[config.mk]
export PLATFORM = sky130hd
export DESIGN_NAME = icache_param_flat
export DESIGN_NICKNAME = d
export VERILOG_FILES = /design/src/rtl/icache_param_if.sv /design/src/rtl/icache_param.sv /design/src/flat_wrapper.sv
export SDC_FILE = /design/constraint.sdc
export NUM_CORES = 1
export LEC_CHECK = 0
export BUFFER_PORTS_ARGS = -buffer_cell sky130_fd_sc_hd__buf_4
export CAP_MARGIN = 20
export CORE_MARGIN = 1
export CORE_UTILIZATION = 60
export CTS_CLUSTER_DIAMETER = 50
export DETAILED_ROUTE_END_ITERATION = 8
export PLACE_DENSITY_LB_ADDON = 0.3
export SYNTH_ARGS = -nofsm -noshare
export SYNTH_HDL_FRONTEND = slang
export SYNTH_SLANG_ARGS = --single-unit
[constraint.sdc]
create_clock -name CLK -period 11 [get_ports CLK]
set_clock_uncertainty 0.1 [all_clocks]
set_input_delay 1.1 -clock CLK [delete_from_list [all_inputs] [get_ports CLK]]
set_output_delay 1.1 -clock CLK [all_outputs]
set_load 0.02 [all_outputs]
[src/rtl/icache_param_if.sv]
// Bundles the fetch side and the memory-arbiter side of icache_param.
// The cache uses the slave modport; the driver of both sides uses master.
interface icache_param_if #(
  parameter int WORD_W = 32
);
  logic              imemREN;
  logic [WORD_W-1:0] imemaddr;
  logic              ihit;
  logic [WORD_W-1:0] imemload;
  logic              iinvalidate;
  logic              iREN;
  logic [WORD_W-1:0] iaddr;
  logic              iwait;
  logic [WORD_W-1:0] iload;
  logic [31:0]       hitcount;
  logic [31:0]       misscount;

  modport slave (
    input  imemREN, imemaddr, iinvalidate, iwait, iload,
    output ihit, imemload, iREN, iaddr, hitcount, misscount
  );

  modport master (
    output imemREN, imemaddr, iinvalidate, iwait, iload,
    input  ihit, imemload, iREN, iaddr, hitcount, misscount
  );
endinterface

[src/rtl/icache_param.sv]
// Direct-mapped instruction cache with multi-word lines filled by a sequential
// burst, whole-cache invalidate and saturating hit/miss counters.
module icache_param #(
  parameter int WORD_W = 32,
  parameter int IIDX_W = 4,
  parameter int IBLK_W = 1,
  parameter int IBYT_W = 2,
  parameter int ITAG_W = WORD_W - IIDX_W - IBLK_W - IBYT_W
) (
  input logic           CLK,
  input logic           RST,
  icache_param_if.slave bus
);
  localparam int NLINES = 1 << IIDX_W;
  localparam int NWORDS = 1 << IBLK_W;
  localparam int CNT_W  = (IBLK_W > 0) ? IBLK_W : 1;
  localparam logic [CNT_W-1:0] LAST_WORD = CNT_W'(NWORDS - 1);
  localparam logic [31:0]      CNT_MAX   = 32'hFFFF_FFFF;

  typedef enum logic [0:0] {
    IDLE   = 1'b0,
    REFILL = 1'b1
  } state_t;

  state_t            state_r;
  state_t            state_nxt_s;
  logic [NLINES-1:0] valid_r;
  logic [ITAG_W-1:0] tag_r  [NLINES];
  logic [WORD_W-1:0] data_r [NLINES][NWORDS];
  logic [ITAG_W-1:0] fill_tag_r;
  logic [IIDX_W-1:0] fill_idx_r;
  logic [CNT_W-1:0]  word_cnt_r;
  logic              kill_r;
  logic [31:0]       hit_cnt_r;
  logic [31:0]       miss_cnt_r;

  logic [ITAG_W-1:0] tag_s;
  logic [IIDX_W-1:0] idx_s;
  logic [CNT_W-1:0]  blk_s;
  logic [WORD_W-1:0] fill_addr_s;
  logic              lookup_hit_s;
  logic              miss_s;
  logic              accept_s;
  logic              last_s;
  logic              ihit_s;
  logic [WORD_W-1:0] imemload_s;
  logic              iren_s;
  logic [WORD_W-1:0] iaddr_s;
  logic              unused_byte_s;

  assign tag_s         = bus.imemaddr[WORD_W-1 -: ITAG_W];
  assign idx_s         = bus.imemaddr[IBYT_W+IBLK_W +: IIDX_W];
  assign unused_byte_s = ^bus.imemaddr[IBYT_W-1:0];

  // With one-word lines there is no offset field in either address.
  generate
    if (IBLK_W > 0) begin : g_blk
      assign blk_s       = bus.imemaddr[IBYT_W +: CNT_W];
      assign fill_addr_s = {fill_tag_r, fill_idx_r, word_cnt_r, {IBYT_W{1'b0}}};
    end else begin : g_noblk
      assign blk_s       = 1'b0;
      assign fill_addr_s = {fill_tag_r, fill_idx_r, {IBYT_W{1'b0}}};
    end
  endgenerate

  assign lookup_hit_s = (state_r == IDLE) & bus.imemREN & valid_r[idx_s]
                      & (tag_r[idx_s] == tag_s);
  assign miss_s       = (state_r == IDLE) & bus.imemREN & ~lookup_hit_s;
  assign accept_s     = (state_r == REFILL) & ~bus.iwait;
  assign last_s       = accept_s & (word_cnt_r == LAST_WORD);

  // Next-state and output decode; the hit path is combinational for zero-latency fetch.
  always_comb begin
    state_nxt_s = state_r;
    ihit_s      = 1'b0;
    imemload_s  = '0;
    iren_s      = 1'b0;
    iaddr_s     = '0;
    case (state_r)
      IDLE: begin
        ihit_s = lookup_hit_s;
        if (lookup_hit_s) begin
          imemload_s = data_r[idx_s][blk_s];
        end else begin
          imemload_s = '0;
        end
        if (miss_s) begin
          state_nxt_s = REFILL;
        end else begin
          state_nxt_s = IDLE;
        end
      end
      REFILL: begin
        iren_s  = 1'b1;
        iaddr_s = fill_addr_s;
        if (last_s) begin
          state_nxt_s = IDLE;
        end else begin
          state_nxt_s = REFILL;
        end
      end
      default: begin
        state_nxt_s = IDLE;
      end
    endcase
  end

  assign bus.ihit      = ihit_s;
  assign bus.imemload  = imemload_s;
  assign bus.iREN      = iren_s;
  assign bus.iaddr     = iaddr_s;
  assign bus.hitcount  = hit_cnt_r;
  assign bus.misscount = miss_cnt_r;

  // State register.
  always_ff @(posedge CLK or posedge RST) begin
    if (RST) begin
      state_r <= IDLE;
    end else begin
      state_r <= state_nxt_s;
    end
  end

  // Refill target latch and burst word counter.
  always_ff @(posedge CLK or posedge RST) begin
    if (RST) begin
      fill_tag_r <= '0;
      fill_idx_r <= '0;
      word_cnt_r <= '0;
    end else if (miss_s) begin
      fill_tag_r <= tag_s;
      fill_idx_r <= idx_s;
      word_cnt_r <= '0;
    end else if (accept_s) begin
      word_cnt_r <= word_cnt_r + CNT_W'(1);
    end
  end

  // Valid bits and kill flag; a mid-refill invalidate keeps the in-flight line invalid.
  always_ff @(posedge CLK or posedge RST) begin
    if (RST) begin
      valid_r <= '0;
      kill_r  <= 1'b0;
    end else begin
      if (bus.iinvalidate) begin
        valid_r <= '0;
      end else if (last_s && !kill_r) begin
        valid_r[fill_idx_r] <= 1'b1;
      end
      if (last_s) begin
        kill_r <= 1'b0;
      end else if ((state_r == REFILL) && bus.iinvalidate) begin
        kill_r <= 1'b1;
      end
    end
  end

  // Tag and data arrays: contents are qualified by valid, so they need no reset.
  always_ff @(posedge CLK) begin
    if (accept_s) begin
      data_r[fill_idx_r][word_cnt_r] <= bus.iload;
    end
    if (last_s) begin
      tag_r[fill_idx_r] <= fill_tag_r;
    end
  end

  // Saturating hit/miss counters.
  always_ff @(posedge CLK or posedge RST) begin
    if (RST) begin
      hit_cnt_r  <= 32'd0;
      miss_cnt_r <= 32'd0;
    end else begin
      if (lookup_hit_s && (hit_cnt_r != CNT_MAX)) begin
        hit_cnt_r <= hit_cnt_r + 32'd1;
      end
      if (miss_s && (miss_cnt_r != CNT_MAX)) begin
        miss_cnt_r <= miss_cnt_r + 32'd1;
      end
    end
  end
endmodule

[src/flat_wrapper.sv]
// flat-port wrapper written by rule: the top's interface ports become plain ports
module icache_param_flat 
#(
  parameter int WORD_W = 32,
  parameter int IIDX_W = 4,
  parameter int IBLK_W = 1,
  parameter int IBYT_W = 2,
  parameter int ITAG_W = WORD_W - IIDX_W - IBLK_W - IBYT_W
)
  (CLK, RST, bus_imemREN, bus_imemaddr, bus_iinvalidate, bus_iwait, bus_iload, bus_ihit, bus_imemload, bus_iREN, bus_iaddr, bus_hitcount, bus_misscount);
  icache_param_if #(.WORD_W(WORD_W)) bus_i ();
  input logic CLK;
  input logic RST;
  input wire logic [$bits(bus_i.imemREN)-1:0] bus_imemREN;
  input wire logic [$bits(bus_i.imemaddr)-1:0] bus_imemaddr;
  input wire logic [$bits(bus_i.iinvalidate)-1:0] bus_iinvalidate;
  input wire logic [$bits(bus_i.iwait)-1:0] bus_iwait;
  input wire logic [$bits(bus_i.iload)-1:0] bus_iload;
  output wire logic [$bits(bus_i.ihit)-1:0] bus_ihit;
  output wire logic [$bits(bus_i.imemload)-1:0] bus_imemload;
  output wire logic [$bits(bus_i.iREN)-1:0] bus_iREN;
  output wire logic [$bits(bus_i.iaddr)-1:0] bus_iaddr;
  output wire logic [$bits(bus_i.hitcount)-1:0] bus_hitcount;
  output wire logic [$bits(bus_i.misscount)-1:0] bus_misscount;
  assign bus_i.imemREN = bus_imemREN;
  assign bus_i.imemaddr = bus_imemaddr;
  assign bus_i.iinvalidate = bus_iinvalidate;
  assign bus_i.iwait = bus_iwait;
  assign bus_i.iload = bus_iload;
  assign bus_ihit = bus_i.ihit;
  assign bus_imemload = bus_i.imemload;
  assign bus_iREN = bus_i.iREN;
  assign bus_iaddr = bus_i.iaddr;
  assign bus_hitcount = bus_i.hitcount;
  assign bus_misscount = bus_i.misscount;
  icache_param #(.WORD_W(WORD_W), .IIDX_W(IIDX_W), .IBLK_W(IBLK_W), .IBYT_W(IBYT_W), .ITAG_W(ITAG_W)) u_core (.CLK(CLK), .RST(RST), .bus(bus_i));
endmodule
==> results.md <==
* First-pass GRT wire length at 209,000 um
* Slew Viols, Final at 0
* Reg area at 45,600 um^2
* Critical Path AT at 6.30 ns
* Tcrit/Tclk final at 68.2%
* Ys async rst share at 7.29%
* Number of cell rows at 115
* Avg Synthesized Cell Area at 21.7 um^2
* Fin Hold WS at 0.373 ns
* Max-Cap Viols at 0
* Die width at 318 um
* Max_slew headroom at 20.3%
* Number of fill cells at 5,759
* DRC at 0
* CTS Buf Count at 154
* Crit start category: input pin
* CTS Root Cell: clkbuf_16
* CTS tree: yes
* DR WL/cell at 32.4 um
* Post-cts sizing count at 0
* Die span in y at 318 um
* Power Density at 199 nW/um^2
* DRT Pass-1 Iters at 6
* Post-synth top area cell: edfxtp_1
* Setup repair bufs after CTS at 0
* Cells after Synth at 2,758
* Yosys warning count at 0
* Kind of critical path: in -> out
* Top FF cell, synth: edfxtp_1
* Longest Clk Path Bufs at 3
* I/O pins at 199
* Hold_buf cts at 0
* Synth Cell Area at 59,900 um^2
* Crit-path max FO at 105
* Gp weighted congestion at 0.803
* Leading cell type in the layout, fill and taps excluded: edfxtp_1
* Final HPWL DP at 71,200 um
* Commonest non-fill, non-tap cells in the layout: edfxtp_1 (1,424), mux4_2 (420), buf_4 (248)
* Synth Register Bits at 1,536
* IO Port Bufs at 194
* Data required, critical path at 9.80 ns
* Initial antenna violation count at 5
* Leak at 22.5 nW
* GRT overflow at 0
* Vias in the first global route at 31.0k
* Final Total Pwr at 0.0135 W
* Final ANT Viol Nets at 0
* Setup violators final at 0
* Clock Latency Late Sink at 0.75 ns
* Starting density of the core at 60.7%
* Post-synth EDFFs at 1,424
* Seq/Total Area, Yosys at 76.0%
* Vias at 29.9k
* HP Class: in -> async
* Clock H-tree levels at 4
* Worst Tran Pin Value at 1.20 ns
* Distinct cells, synth at 59
* Run status: finished, final reports clean
* Largest net degree at the start of global routing at 106
* Area contributors post-synth: edfxtp_1 (71%), mux4_2 (16%), dfrtp_1 (4.7%), mux2i_1 (0.97%), xor2_1 (0.85%)
* Worst Setup End Kind: primary output
* Core ar. at 98,700 um^2
* Fin nets at 3,089
* Hold Violations, Final at 0
* Top cell type's share of synthesized area at 71.3%
* P&R area growth vs syn at 13.3%
* Share of cells above drive strength 1 at 29.6%
* Max VDD drop at 0.185 mV
* Routed Wire Length at 144,000 um
* Area occupied by multi-input gates at 13,900 um^2
* Setup TNS at 0 ns
* Gr usage total at 28.8%
* RSZ-0062 raised after global routing: no
* Drt initial violations at 3,859
* FMAX at 0.133 GHz
* Via/cell ratio at 6.76
* Clock Sinks at 1,536
* Final Critical Period at 7.50 ns
* Clock-pin slew on the worst setup and hold paths at 0.06 ns
* Die Area at 101,000 um^2
## state kept, by name (all words and copies together), names as in the netlist
register              count
u_core.bus.hitcount      32
u_core.bus.misscount     32
u_core.data_r          1024
u_core.fill_idx_r         4
u_core.fill_tag_r        25
u_core.kill_r             1
u_core.state_r            1
u_core.tag_r            400
u_core.valid_r           16
u_core.word_cnt_r         1
## through the flow
step | util, % | instances | setup slack [ns] | instance area, um^2
2_1_floorplan | - | 2759 | 5.56 | 60000
3_3_place_gp | 63.8 | 4145 | 3.57 | 63000
3_5_place_dp | 63.9 | 4146 | 3.51 | 63000
4_1_cts | 68.7 | 4423 | 3.46 | 67900
5_1_grt | 68.8 | 4427 | 3.14 | 67900
6_report | 68.8 | 4428 | 3.50 | 67900
## where the power goes
part	internal, W	switching (W)
logic	0.000466	0.000771
registers	0.00690	0.000313
clock network	0.00289	0.00216
total	0.0103	0.00324
## synth_stat cells (5+ instances only)
cell type	instances
edfxtp_1	1424
mux2_1	31
nor2_1	81
mux2i_1	58
xnor2_1	44
a31oi_1	11
clkbuf_1	62
nor3b_1	5
buf_2	36
nor2b_1	5
a21oi_1	38
inv_1	9
dfrtp_1	112
and2_1	38
mux4_2	420
buf_1	32
and3_1	20
nand3_1	41
nor3_1	29
nand4_1	15
xor2_1	58
buf_4	16
or3_1	8
mux2_2	5
nand2_1	98
## kinds of logic after synthesis
logic type | Yosys count | share of synthesized area [%]
compound gates | 73 | 0.724
fa+ha+maj | 2 | 0.0417
xor+xnor | 103 | 1.52
flops | 1536 | 76.0
buf+inv | 161 | 1.24
mux | 514 | 17.4
other cells | 1 | 0.00626
simple gates | 368 | 3.05
## worst paths after layout
kind	endpoint	slack (ns)	startpoint	depth (start not counted)
setup / recovery	bus_imemload[0]	3.50	bus_imemaddr[4]	11
hold / removal	u_core.fill_tag_r[1]	0.37	RST	2
setup reg to reg	u_core.fill_idx_r[1]	6.82	u_core.tag_r[13][4]	10
hold reg to reg	u_core.bus.misscount[21]	0.39	u_core.bus.misscount[21]	1
max in group asynchronous	u_core.bus.misscount[9]	9.11	RST	3
min in group CLK	u_core.bus.misscount[21]	0.39	u_core.bus.misscount[21]	1
## area by class of cell
cell class | count | share of cell area [%]
diodes | 2 | 0.00737
clock buffers | 206 | 6.10
clock inverters | 71 | 0.995
inverters | 10 | 0.0590
multi-input cells | 1062 | 20.5
flip-flops and latches | 1536 | 67.1
well taps | 1287 | 2.37
repair buffers | 254 | 2.88
## worst max-delay path: stages
cell and delay, ns:
buf_8 0.71, buf_4 0.95, mux4_2 0.63, mux2i_1 0.16, mux2i_1 0.18, xor2_1 0.25
nor4_1 0.26, nand4_1 0.11, or4_4 0.92, a21oi_1 0.60, buf_4 0.25
## metal layers
metal / track usage [%] / routed length, um / vias up
met5: 0 / 34 / -
met2: 47.9 / 73700 / 1770
met4: 10.2 / 4680 / 6
met3: 5.20 / 12700 / 327
met1: 38.7 / 52600 / 15900
li1: - / - / 11900
Power figures use the tool's default switching activity.
